==> config.mk <==
export PLATFORM = sky130hd
export DESIGN_NAME = spi_master_mc
export DESIGN_NICKNAME = d
export VERILOG_FILES = /design/src/rtl/spi_pkg.sv /design/src/rtl/spi_clkgen.sv /design/src/rtl/spi_master_mc.sv
export SDC_FILE = /design/constraint.sdc
export NUM_CORES = 1
export LEC_CHECK = 0
export ABC_AREA = 1
export CORE_UTILIZATION = 55
export CTS_CLUSTER_SIZE = 25
export DETAILED_ROUTE_END_ITERATION = 8
export GPL_TIMING_DRIVEN = 1
export PLACE_DENSITY = 0.79
export SLEW_MARGIN = 25
export SYNTH_ARGS = -nofsm -noshare
export SYNTH_HDL_FRONTEND = slang
export SYNTH_HIERARCHICAL = 1
export SYNTH_SLANG_ARGS = --single-unit
==> constraint.sdc <==
create_clock -name clk -period 6 [get_ports clk]
set_input_delay 1.2 -clock clk [delete_from_list [all_inputs] [get_ports clk]]
set_output_delay 1.2 -clock clk [all_outputs]
set_load 0.01 [all_outputs]
==> src/rtl/spi_pkg.sv <==
`default_nettype none
// ============================================================================
// Module      : spi_pkg
// Description : Shared types and width helpers for the spi_master_mc slice.
// Revision    : 1.0 - initial release
// ============================================================================
package spi_pkg;

    typedef enum logic [2:0] {
        IDLE  = 3'd0,
        LEAD  = 3'd1,
        SHIFT = 3'd2,
        TRAIL = 3'd3,
        DONE  = 3'd4
    } spi_state_t;

    typedef struct packed {
        logic cpol;
        logic cpha;
        logic lsb_first;
    } spi_mode_t;

    // cs_sel keeps at least one bit even for a single chip select
    function automatic int cs_width(input int cs_num);
        return (cs_num > 1) ? $clog2(cs_num) : 1;
    endfunction

endpackage
`default_nettype wire

==> src/rtl/spi_clkgen.sv <==
`default_nettype none
// ============================================================================
// Module      : spi_clkgen
// Description : Half-period counter producing SCLK and leading/trailing strobes.
// Revision    : 1.0 - initial release
// ============================================================================
module spi_clkgen #(
    parameter int DIV_WIDTH = 8
) (
    input  logic                 clk,
    input  logic                 rst,
    input  logic                 run,
    input  logic                 toggle_en,
    input  logic                 cpol,
    input  logic [DIV_WIDTH-1:0] clk_div,
    output logic                 sclk,
    output logic                 tick,
    output logic                 lead_stb,
    output logic                 trail_stb
);

    logic [DIV_WIDTH-1:0] r_cnt;
    logic                 r_sclk;
    logic                 w_tick;

    assign w_tick = run && (r_cnt == clk_div);

    always_ff @(posedge clk) begin
        if (rst) begin
            r_cnt  <= '0;
            r_sclk <= 1'b0;
        end else if (!run) begin
            r_cnt  <= '0;
            r_sclk <= cpol;
        end else begin
            r_cnt <= w_tick ? '0 : r_cnt + DIV_WIDTH'(1);
            if (w_tick && toggle_en) begin
                r_sclk <= ~r_sclk;
            end
        end
    end

    // Strobes flag the clk edge that will move SCLK away from / back to idle
    assign sclk      = r_sclk;
    assign tick      = w_tick;
    assign lead_stb  = w_tick && toggle_en && (r_sclk == cpol);
    assign trail_stb = w_tick && toggle_en && (r_sclk != cpol);

endmodule
`default_nettype wire

==> src/rtl/spi_master_mc.sv <==
`default_nettype none
// ============================================================================
// Module      : spi_master_mc
// Description : Multi-CS, mode-selectable SPI master; SPI_LOOPBACK_EN adds an
//               internal MOSI->receive loopback input.
// Revision    : 1.0 - initial release
// ============================================================================
module spi_master_mc
    import spi_pkg::*;
#(
    parameter int DATA_WIDTH = 8,
    parameter int CS_NUM     = 1,
    parameter int DIV_WIDTH  = 8
) (
    input  logic                        clk,
    input  logic                        rst,
    input  logic                        start,
    input  logic [DATA_WIDTH-1:0]       data_in,
    input  logic [cs_width(CS_NUM)-1:0] cs_sel,
    input  logic                        cpol,
    input  logic                        cpha,
    input  logic                        lsb_first,
    input  logic [DIV_WIDTH-1:0]        clk_div,
    output logic                        busy,
    output logic                        finish,
    output logic [DATA_WIDTH-1:0]       data_out,
    output logic                        sclk,
    output logic                        mosi,
    input  logic                        miso,
`ifdef SPI_LOOPBACK_EN
    input  logic                        loopback,
`endif
    output logic [CS_NUM-1:0]           cs_n
);

    localparam int                c_cs_w    = cs_width(CS_NUM);
    localparam logic [c_cs_w:0]   c_cs_num  = (c_cs_w + 1)'(CS_NUM);
    localparam int                c_hp_w    = $clog2(2 * DATA_WIDTH);
    localparam logic [c_hp_w-1:0] c_hp_last = c_hp_w'(2 * DATA_WIDTH - 1);

    spi_state_t            r_state;
    spi_state_t            w_state_nxt;
    spi_mode_t             r_mode;
    logic [DIV_WIDTH-1:0]  r_div;
    logic [c_cs_w-1:0]     r_cs_sel;
    logic [c_cs_w-1:0]     w_cs_sel_nxt;
    logic [CS_NUM-1:0]     r_cs_n;
    logic [CS_NUM-1:0]     w_cs_n_nxt;
    logic [DATA_WIDTH-1:0] r_tx;
    logic [DATA_WIDTH-1:0] r_rx;
    logic [DATA_WIDTH-1:0] r_data_out;
    logic                  r_mosi;
    logic [c_hp_w-1:0]     r_hp;

    logic w_accept;
    logic w_run;
    logic w_toggle_en;
    logic w_cpol_gen;
    logic w_tick;
    logic w_lead_stb;
    logic w_trail_stb;
    logic w_drive;
    logic w_sample;
    logic w_rx_bit;

    function automatic logic pick_bit(input logic [DATA_WIDTH-1:0] word, input logic lsb);
        return lsb ? word[0] : word[DATA_WIDTH-1];
    endfunction

    function automatic logic [DATA_WIDTH-1:0] drop_bit(input logic [DATA_WIDTH-1:0] word,
                                                       input logic lsb);
        return lsb ? (word >> 1) : (word << 1);
    endfunction

    function automatic logic [DATA_WIDTH-1:0] put_bit(input logic [DATA_WIDTH-1:0] word,
                                                      input logic bit_in, input logic lsb);
        return lsb ? {bit_in, word[DATA_WIDTH-1:1]} : {word[DATA_WIDTH-2:0], bit_in};
    endfunction

    assign w_accept    = (r_state == IDLE) && start && ({1'b0, cs_sel} < c_cs_num);
    assign w_run       = (r_state == LEAD) || (r_state == SHIFT) || (r_state == TRAIL);
    // SCLK toggles entering every SHIFT half-period; the last one stays at idle level
    assign w_toggle_en = (r_state == LEAD) || ((r_state == SHIFT) && (r_hp != c_hp_last));
    assign w_cpol_gen  = w_accept ? cpol : r_mode.cpol;
    assign w_drive     = r_mode.cpha ? w_lead_stb  : w_trail_stb;
    assign w_sample    = r_mode.cpha ? w_trail_stb : w_lead_stb;

`ifdef SPI_LOOPBACK_EN
    assign w_rx_bit = loopback ? r_mosi : miso;
`else
    assign w_rx_bit = miso;
`endif

    spi_clkgen #(
        .DIV_WIDTH (DIV_WIDTH)
    ) u_clkgen (
        .clk       (clk),
        .rst       (rst),
        .run       (w_run),
        .toggle_en (w_toggle_en),
        .cpol      (w_cpol_gen),
        .clk_div   (r_div),
        .sclk      (sclk),
        .tick      (w_tick),
        .lead_stb  (w_lead_stb),
        .trail_stb (w_trail_stb)
    );

    always_ff @(posedge clk) begin
        if (rst) begin
            r_state <= IDLE;
        end else begin
            r_state <= w_state_nxt;
        end
    end

    always_comb begin
        w_state_nxt = r_state;
        case (r_state)
            IDLE:    if (w_accept) w_state_nxt = LEAD;
            LEAD:    if (w_tick) w_state_nxt = SHIFT;
            SHIFT:   if (w_tick && (r_hp == c_hp_last)) w_state_nxt = TRAIL;
            TRAIL:   if (w_tick) w_state_nxt = DONE;
            DONE:    w_state_nxt = IDLE;
            default: w_state_nxt = IDLE;
        endcase
    end

    always_comb begin
        w_cs_sel_nxt = w_accept ? cs_sel : r_cs_sel;
        w_cs_n_nxt   = '1;
        if ((w_state_nxt == LEAD) || (w_state_nxt == SHIFT) || (w_state_nxt == TRAIL)) begin
            for (int i = 0; i < CS_NUM; i++) begin
                if (w_cs_sel_nxt == c_cs_w'(i)) begin
                    w_cs_n_nxt[i] = 1'b0;
                end
            end
        end
    end

    always_ff @(posedge clk) begin
        if (rst) begin
            r_mode     <= '0;
            r_div      <= '0;
            r_cs_sel   <= '0;
            r_cs_n     <= '1;
            r_tx       <= '0;
            r_rx       <= '0;
            r_mosi     <= 1'b0;
            r_data_out <= '0;
            r_hp       <= '0;
        end else begin
            r_cs_n <= w_cs_n_nxt;
            if (w_accept) begin
                r_mode.cpol      <= cpol;
                r_mode.cpha      <= cpha;
                r_mode.lsb_first <= lsb_first;
                r_div            <= clk_div;
                r_cs_sel         <= cs_sel;
                r_rx             <= '0;
                r_hp             <= '0;
                // cpha=0 presents the first bit before the first SCLK edge
                if (cpha) begin
                    r_tx <= data_in;
                end else begin
                    r_mosi <= pick_bit(data_in, lsb_first);
                    r_tx   <= drop_bit(data_in, lsb_first);
                end
            end
            if ((r_state == SHIFT) && w_tick) begin
                r_hp <= r_hp + c_hp_w'(1);
            end
            if (w_drive) begin
                r_mosi <= pick_bit(r_tx, r_mode.lsb_first);
                r_tx   <= drop_bit(r_tx, r_mode.lsb_first);
            end
            if (w_sample) begin
                r_rx <= put_bit(r_rx, w_rx_bit, r_mode.lsb_first);
            end
            if ((r_state == TRAIL) && w_tick) begin
                r_data_out <= r_rx;
            end
        end
    end

    assign busy     = (r_state != IDLE);
    assign finish   = (r_state == DONE);
    assign data_out = r_data_out;
    assign mosi     = r_mosi;
    assign cs_n     = r_cs_n;

endmodule
`default_nettype wire

[Word level (Yosys, flattened, before mapping)]
Cells that the tools add are included.
Operators by class
  bitwise gates (word level): 3
  add/subtract/negate cells: 2
  shift operators: 0
  $lt $le $gt $ge: 1
  reduce and logical (&&, ||, !) cells: 23
  div/mod/pow operators: 0
  mux-type cells: 27
  eq/ne operators: 14
  multipliers: 0
Operators by type and width (number)
  8-bit 2-to-1 mux: 8
  3-bit by 2-bit == test with 1-bit output, second input constant: 4
  1-bit 2-to-1 mux: 12
  3-bit 2-to-1 mux: 4
  3-bit one-hot mux with 4 select lines: 1
  1-bit logical AND: 10
  8-bit by 1-bit adder with 8-bit output, second input constant: 1
  8-bit == test: 1
  4-bit 2-to-1 mux: 2
  3-bit by 1-bit == test with 1-bit output, second input constant: 2
  2-bit nonzero test: 3
  1-bit logical OR: 5
  4-bit by 1-bit adder with 4-bit output, second input constant: 1
  4-bit == test, second input constant: 1
  4-bit inequality test, second input constant: 1
  3-bit == test, second input constant: 1
  3-bit zero test: 1
  1-bit inverter: 3
  3-bit nonzero test: 1
  3-bit OR reduction: 1
  2-bit by 1-bit inequality test with 1-bit output, second input constant: 1
  2-bit inequality test, second input constant: 1
  2-bit AND reduction: 1
  2-bit OR reduction: 1
  other kinds (3): 3
Storage, ports and cells
  memory bits (writable): 0
  latch bits: 0
  flip-flop bits (word level): 54
  input port bits: 24
  output and inout port bits: 13
  memory bits (read-only): 0
  memories kept: 0
  word-level logic and storage cells: 84

[Depth between registers and ports, before layout]
Gate-level depths: netlist (run 1).
  depth after elaboration: 12
  mapped depth: 17
  depth with buffers taken out: 17

[Modules after synthesis]
The synthesis (run 1) kept the hierarchy.
By module, submodules not included
  spi_master_mc: instances 1, area each 2279.7 µm², sequential area each 900.9 µm², cells each 347
  spi_clkgen: instances 1, area each 565.5 µm², sequential area each 180.2 µm², cells each 91

[Least setup slack after synthesis (run 1)]
Ideal clock, no wire load.
  path type: input -> register
  from: input cs_sel
  to: register r_rx[7]
  data required time: 5.868 ns
  data arrival time: 2.896 ns
  cell stages on the path: 14
  buffers on the path: 0
  path slack: 2.972 ns
  setup time: 0.132 ns
  path through: inv_1 > nand2_1 > nor2_8 > or2_2 > o21ai_0 > inv_1 > xnor2_1 > inv_1 > nor2_1 > inv_1 > o21ai_1 > nor2_4 > nand2_1 > a21oi_1
Between the ends
  word-level cells in the longest chain between the ends: 7
  elaborated cells between the ends (all ways): 10
  classes of those cells: order compare (1); eq/ne (2); mux (3); reduce/logical (4)
RTL lines
  start: declaration: line spi_master_mc.sv:19  | input logic [cs_width(CS_NUM)-1:0] cs_sel,
  1-bit less-than comparator *: line spi_master_mc.sv:80  | assign w_accept = (r_state == IDLE) && start && ({1'b0, cs_sel} < c_cs_num);
  1-bit logical AND *: line spi_master_mc.sv:80
  1-bit 2-to-1 mux *: line spi_master_mc.sv:84  | assign w_cpol_gen = w_accept ? cpol : r_mode.cpol;
  via w_cpol_gen: line spi_master_mc.sv:58  | logic w_cpol_gen;
  1-bit == test *: line spi_clkgen.sv:46  | assign lead_stb = w_tick && toggle_en && (r_sclk == cpol);
  1-bit logical AND *: line spi_clkgen.sv:46
  via w_lead_stb: line spi_master_mc.sv:60  | logic w_lead_stb;
  1-bit 2-to-1 mux *: line spi_master_mc.sv:86  | assign w_sample = r_mode.cpha ? w_trail_stb : w_lead_stb;
  8-bit 2-to-1 mux / 2-bit nonzero test (equally long branches)
  end signal: assignment: line spi_master_mc.sv:178  | r_rx <= put_bit(r_rx, w_rx_bit, r_mode.lsb_first);
  end: declaration: line spi_master_mc.sv:50  | logic [DATA_WIDTH-1:0] r_rx;
Mark *: on every way through the listed nets, which the timed path passes. The rest lies on a longest branch.
A chain may end at the register's enable or synchronous reset.

[Worst setup path in the final report (run 1)]
  from: input start
  to: register r_rx[1]
Between the ends
  word-level cells in the longest chain between the ends: 7
  elaborated cells between the ends (all ways): 10
  classes of those cells: eq/ne (2); mux (3); reduce/logical (5)
RTL lines
  start: declaration: line spi_master_mc.sv:17  | input logic start,
  1-bit logical AND * (2 in series): line spi_master_mc.sv:80
  1-bit 2-to-1 mux *: line spi_master_mc.sv:84
  via w_cpol_gen: line spi_master_mc.sv:58
  1-bit == test *: line spi_clkgen.sv:46
  1-bit logical AND *: line spi_clkgen.sv:46
  via w_lead_stb: line spi_master_mc.sv:60
  1-bit 2-to-1 mux *: line spi_master_mc.sv:86
  8-bit 2-to-1 mux / 2-bit nonzero test (equally long branches)
Marked as above.

==> results of run 1 <==
==> final timing paths <==
kind                                            start                    to  slack (ns)
worst max-delay path                            start  r_rx[1]$_SDFFE_PP0P_        2.34
worst min-delay path              r_cs_sel$_SDFF_PP0_   r_cs_sel$_SDFF_PP0_        0.47
worst min register to register    r_cs_sel$_SDFF_PP0_   r_cs_sel$_SDFF_PP0_        0.47
worst max register to register  r_state[0]$_SDFF_PP0_  r_rx[1]$_SDFFE_PP0P_        3.28
==> synth_stat cells (2+ instances only) <==
master      n  area (sq um)
clkinv_1    2          7.51
or2_2       8          50.1
dfxtp_1    54          1080
nor3_1      2          10.0
nor2_2      7          43.8
nand3_2     4          40.0
nand4_1     2          12.5
nand2_4     4          45.0
buf_2       8          40.0
nor2_1     62           233
a21oi_1    21           105
nand2_1   127           477
nor2_4      2          22.5
clkbuf_1    2          7.51
inv_1      50           188
o21ai_0    35           175
inv_2       3          11.3
xor2_1      3          26.3
ha_1        2          25.0
xnor2_1     3          26.3
nand3_1    30           150
==> tightest hold or removal path, delay by kind of cell (launching register included) <==
family | cells | cell delay (ns)
flip-flops | 1 | 0.31
AND/OR/NAND/NOR | 2 | 0.12
==> metal layers <==
metal  vias up  track usage (%)  share of wire, %
li1       1415                -                 -
met1      1222             27.2                46
met2        48             38.8                48
met3         6             4.12               4.3
met4         0             7.26               1.1
met5         -                0                 0
==> logic make-up (layout without fill, tap and decap cells) <==
family	count (synthesis)	in the layout	share of synthesized area [%]
flops	54	54	38.0
xor+xnor	6	6	1.85
buf+inv	67	98	9.76
compound gates	57	57	10.0
simple gates	252	252	39.5
fa+ha+maj	2	2	0.879
==> stage by stage <==
step,std cells,hold slack (ns)
2_1_floorplan,438,0.421
3_3_place_gp,529,0.443
3_5_place_dp,529,0.453
4_1_cts,536,0.467
5_1_grt,536,0.498
6_report,536,0.467
==> cell type report <==
type	count	area, sq um
Fill cell	461	1550
Multi-Input combinational cell	317	1490
Sequential cell	54	1080
Timing Repair Buffer	36	360
Inverter	55	206
Tap cell	67	83.8
Clock buffer	6	72.6
Clock inverter	1	7.51
==> sequential cells by signal, indices dropped and copies added, names as in the netlist <==
name,count
r_cs_sel,1
mosi,1
r_mode,3
data_out,8
r_rx,8
u_clkgen/sclk,1
r_hp,4
r_tx,8
cs_n,1
r_state,3
r_div,8
u_clkgen/r_cnt,8
==> power by group through the flow <==
| stage | logic (mW) | registers [mW] | clock network (mW) |
|---|---|---|---|
| after floorplan | 0.0826 | 0.389 | 0 |
| after global placement | 0.112 | 0.392 | 0 |
| after detailed placement | 0.115 | 0.392 | 0 |
| after CTS | 0.115 | 0.384 | 0.200 |
| after global routing | 0.130 | 0.386 | 0.212 |
| final | 0.115 | 0.384 | 0.196 |
==> flow_summary_export.csv, run 1 <==
group,metric,value,unit
run_status,outcome,"finished, final reports clean",
routing,ant_nets,0,
floorplan,die_area,0.00546,sq mm
floorplan,initial_core_util,58.7,%
synth,synth.avg_cell_area,6.50,sq um
synth,syn_inst,438,
sta,setup_ws,2.34,ns
sta,setup_tns,0,ns
floorplan,core.rowCount,25,
setup_path,crit_path_frequent_cell,"inv_1",
pwr,finalPower,0.695,mW
setup_path,max_stage_delay,0.55,ns
place,place.gp.congestion,0.816,
layout,insertedDiodeCount,0,
worst_hold_path,hold_class,"reg2reg",
routing,wl,5.72,mm
setup_path,cpLargestDelayFamily,"compound AO/OA/AOI/OAI gates",
pwr,combPwrFrac,16.5,%
setup_path,cp_slowest_cell,"o21ai_1",
setup_path,worstPathArrival,3.83,ns
pwr,pwr-share-seq,55.3,%
layout,utilization,68.0,%
layout,drive_gt1_share,7.68,%
pwr,p_int,0.501,mW
synth,ys_ff_latch,54,
synth,synthFlopType,"dfxtp_1",
pwr,sw_frac_of_total,27.9,%
setup_path,path_depth,14,
routing,vias,2691,
clock_tree,root_buffer,"clkbuf_8",
clock_tree,cts_tree,"yes",
routing,post-route-drc-count,0,
routing,vias_per_cell,5.02,
floorplan,die_h,73.9,um
routing,wl_per_cell,10.7,um
clock_tree,postCtsHoldBufs,0,
global_route,grt_max_degree,28,
sta,setup_viol,0,
floorplan,coreArea,0.00485,sq mm
layout,area_delta_synth_final,15.9,%
synth,synth_seq_area_share,38.0,%
worst_hold_path,min_path_cells,2,
sta,finClkSkew,0.00504,ns
setup_path,crit_required,6.17,ns
sta,tightest_slew,0.732,ns
layout,final_nets,495,
sta,fmax,0.273,GHz
sta,slew_headroom,51.1,%
setup_path,reg2reg_depth,12,
clock_tree,clk_pin_slew_worst_paths,0.09,ns
global_route,antenna_found_initial,0,
routing,drt-pass1-iter-count,4,
place,dpl.hpwl,4.15,mm
setup_path,worstPathCellList,"clkdlybuf4s50_1, inv_1, nor2_1, nand3_2, o21ai_0, inv_1, xnor2_1, inv_1, nor2_1, inv_1, o21ai_1, nor2_4, nand2_1, a21oi_1",
setup_path,critPathLaunchType,"input port",
pwr,clock_power_share,28.3,%
layout,stdcell_area,0.00330,sq mm
sta,drv_slew,0,
global_route,track_usage,22.1,%
pwr,power_switching,0.194,mW
floorplan,fp.dieW,73.9,um
global_route,grt_pass1_vias,2249,
layout,layout_commonest_cell,"nand2_1",
sta,rsz0062_at_grt,"no",
layout,final_cell_mix,"127 x nand2_1, 62 x nor2_1, 54 x dfxtp_1",
pwr,ir_drop,0.152,mV
clock_tree,post_cts_buffers,0,
place,portBuffers,36,
clock_tree,htree_levels,2,
synth,synthArstFlopShare,0,%
synth,synthesis.area,0.00285,sq mm
place,preCtsSetupSlack,2.02,ns
setup_path,worstPathMaxFanout,17,
place,place_area,0.00322,sq mm
clock_tree,clk_latency,0.31,ns
sta,period_minus_slack,3.66,ns
global_route,grt_pass1_wl,9.43,mm
sta,period_share,61.0,%
clock_tree,cts_buffer_depth,2,
synth,yosysUniqueCellTypes,28,
clock_tree,clock-sinks,54,
floorplan,pin_count,37,
setup_path,endpoint_kind,"register",
synth,syn-num-nets,464,
routing,drt_iter0_drc,191,
setup_path,crit_buf_inv,5,
synth,ys_warn_count,6,
setup_path,criticalPathCategory,"in2reg",
global_route,gr-total-overflow,0,
pwr,power_per_cell_area,211,mW/mm^2
run,drv_cap,0,
synth,synth-edff-count,0,
sta,hold_violations,0,
clock_tree,cts_resized,0,
clock_tree,cts_buffers,5,
pwr,p_leak,1.45,nW
(Power assumes the default switching activity.)
==> inputs of run 2 (changes only) <==
==> constraint.sdc (replaced) <==
create_clock -name clk -period 3.6 [get_ports clk]
set_input_delay 0.72 -clock clk [delete_from_list [all_inputs] [get_ports clk]]
set_output_delay 0.72 -clock clk [all_outputs]
set_load 0.01 [all_outputs]
==> flow_summary_export.csv, run 2 (same netlist as run 1, synthesis figures left out) <==
group,metric,value,unit
routing,wl_per_cell,11.5,um
setup_path,critPathLaunchType,"input port",
layout,drive_gt1_share,9.05,%
routing,drt_iter0_drc,149,
worst_hold_path,hold_class,"reg2reg",
sta,setup_viol,0,
clock_tree,cts_resized,0,
clock_tree,clk_pin_slew_worst_paths,0.09,ns
sta,rsz0062_at_grt,"no",
global_route,gr-total-overflow,0,
layout,area_delta_synth_final,17.8,%
place,portBuffers,36,
run,drv_cap,0,
place,place.gp.congestion,0.801,
global_route,grt_pass1_vias,2506,
place,preCtsSetupSlack,0.272,ns
clock_tree,root_buffer,"clkbuf_8",
global_route,antenna_found_initial,0,
clock_tree,cts_buffers,5,
clock_tree,cts_buffer_depth,2,
sta,setup_tns,0,ns
routing,wl,6.24,mm
routing,vias,2728,
clock_tree,cts_tree,"yes",
routing,vias_per_cell,5.03,
place,dpl.hpwl,4.34,mm
sta,hold_violations,0,
layout,layout_commonest_cell,"nand2_1",
setup_path,crit_required,3.80,ns
pwr,power_per_cell_area,356,mW/mm^2
layout,final_cell_mix,"127 x nand2_1, 62 x nor2_1, 54 x dfxtp_1",
floorplan,core.rowCount,25,
setup_path,worstPathMaxFanout,14,
clock_tree,postCtsHoldBufs,0,
clock_tree,clock-sinks,54,
floorplan,die_h,73.9,um
floorplan,initial_core_util,58.7,%
global_route,track_usage,24.6,%
floorplan,coreArea,0.00485,sq mm
sta,drv_slew,0,
clock_tree,post_cts_buffers,0,
setup_path,criticalPathCategory,"in2reg",
sta,setup_ws,0.518,ns
floorplan,fp.dieW,73.9,um
setup_path,endpoint_kind,"register",
clock_tree,clk_latency,0.30,ns
sta,tightest_slew,0.536,ns
routing,ant_nets,0,
floorplan,die_area,0.00546,sq mm
pwr,p_leak,1.49,nW
routing,drt-pass1-iter-count,4,
sta,period_minus_slack,3.08,ns
global_route,grt_pass1_wl,10.4,mm
clock_tree,htree_levels,2,
run_status,outcome,"finished, final reports clean",
setup_path,worstPathArrival,3.28,ns
layout,final_nets,500,
floorplan,pin_count,37,
pwr,ir_drop,0.253,mV
layout,num-fill-cells,449,
sta,period_share,85.6,%
sta,slew_headroom,64.2,%
global_route,grt_max_degree,20,
sta,fmax,0.324,GHz
routing,post-route-drc-count,0,
sta,finClkSkew,0.0103,ns
layout,insertedDiodeCount,0,
-- run 2: cell count changes in the layout (fill, tap and decap cells not counted) --
cell,before,now
buf_4,0,5
clkbuf_1,1,0
clkbuf_8,5,6
clkinv_2,0,1
-- run 2: final cells by class --
class / instances / area (sq um) / area share (%)
tap: 67 / 83.8 / 2.50
timing repair buffer: 41 / 398 / 11.9
sequential: 54 / 1080 / 32.3
multi-input combinational: 317 / 1490 / 44.4
clock inverter: 2 / 12.5 / 0.373
clock buffer: 6 / 82.6 / 2.46
inverter: 55 / 206 / 6.16
-- run 2: path summary, 6_finish.rpt --
kind	startpoint	endpoint	slack, ns	cells past startpoint
hold reg to reg	r_cs_sel$_SDFF_PP0_	r_cs_sel$_SDFF_PP0_	0.46	2
setup reg to reg	r_state[0]$_SDFF_PP0_	r_tx[0]$_SDFFE_PP0P_	0.96	17
hold / removal	r_cs_sel$_SDFF_PP0_	r_cs_sel$_SDFF_PP0_	0.46	2
setup / recovery	cs_sel	r_tx[0]$_SDFFE_PP0P_	0.52	18
-- run 2: per-layer routing --
layer  up-vias  part of all wire, %  global-route usage (%)  routed length [um]
li1       1429                    -                       -                   -
met1      1234                   44                    28.9                2770
met2        59                   51                    45.3                3200
met3         6                  3.5                    5.08                 219
met4         0                 0.93                    6.41                  58
met5         -                    0                       0                   0
-- run 2: stage by stage --
step / hold slack, ns / power, mW / instance area [sq um] / util, % / cells
3_5_place_dp: 0.436 / 0.851 / 3260 / 67.1 / 534
5_1_grt: 0.478 / 1.25 / 3350 / 69.1 / 542
4_1_cts: 0.460 / 1.20 / 3350 / 69.1 / 542
2_1_floorplan: 0.421 / 0.786 / 2850 / - / 438
3_3_place_gp: 0.437 / 0.845 / 3260 / 67.1 / 534
6_report: 0.459 / 1.19 / 3350 / 69.1 / 542
-- run 2: report_power, final --
part | internal, mW | switching (mW)
Sequential | 0.620 | 0.0200
Clock | 0.155 | 0.198
Combinational | 0.0845 | 0.114
-- run 2: critical path, cell delays in order --
cell and delay (ns):
clkdlybuf4s50_1 0.48, inv_1 0.04, nand2_1 0.14, nor2_8 0.10
or2_2 0.29, o21ai_0 0.15, inv_1 0.12, xnor2_1 0.16
inv_1 0.06, nor2_1 0.05, inv_1 0.08, nand2_1 0.09
nand2_4 0.19, clkinv_1 0.26, nand3_1 0.14, nand2_1 0.06
nor2_1 0.10, nor2_1 0.04
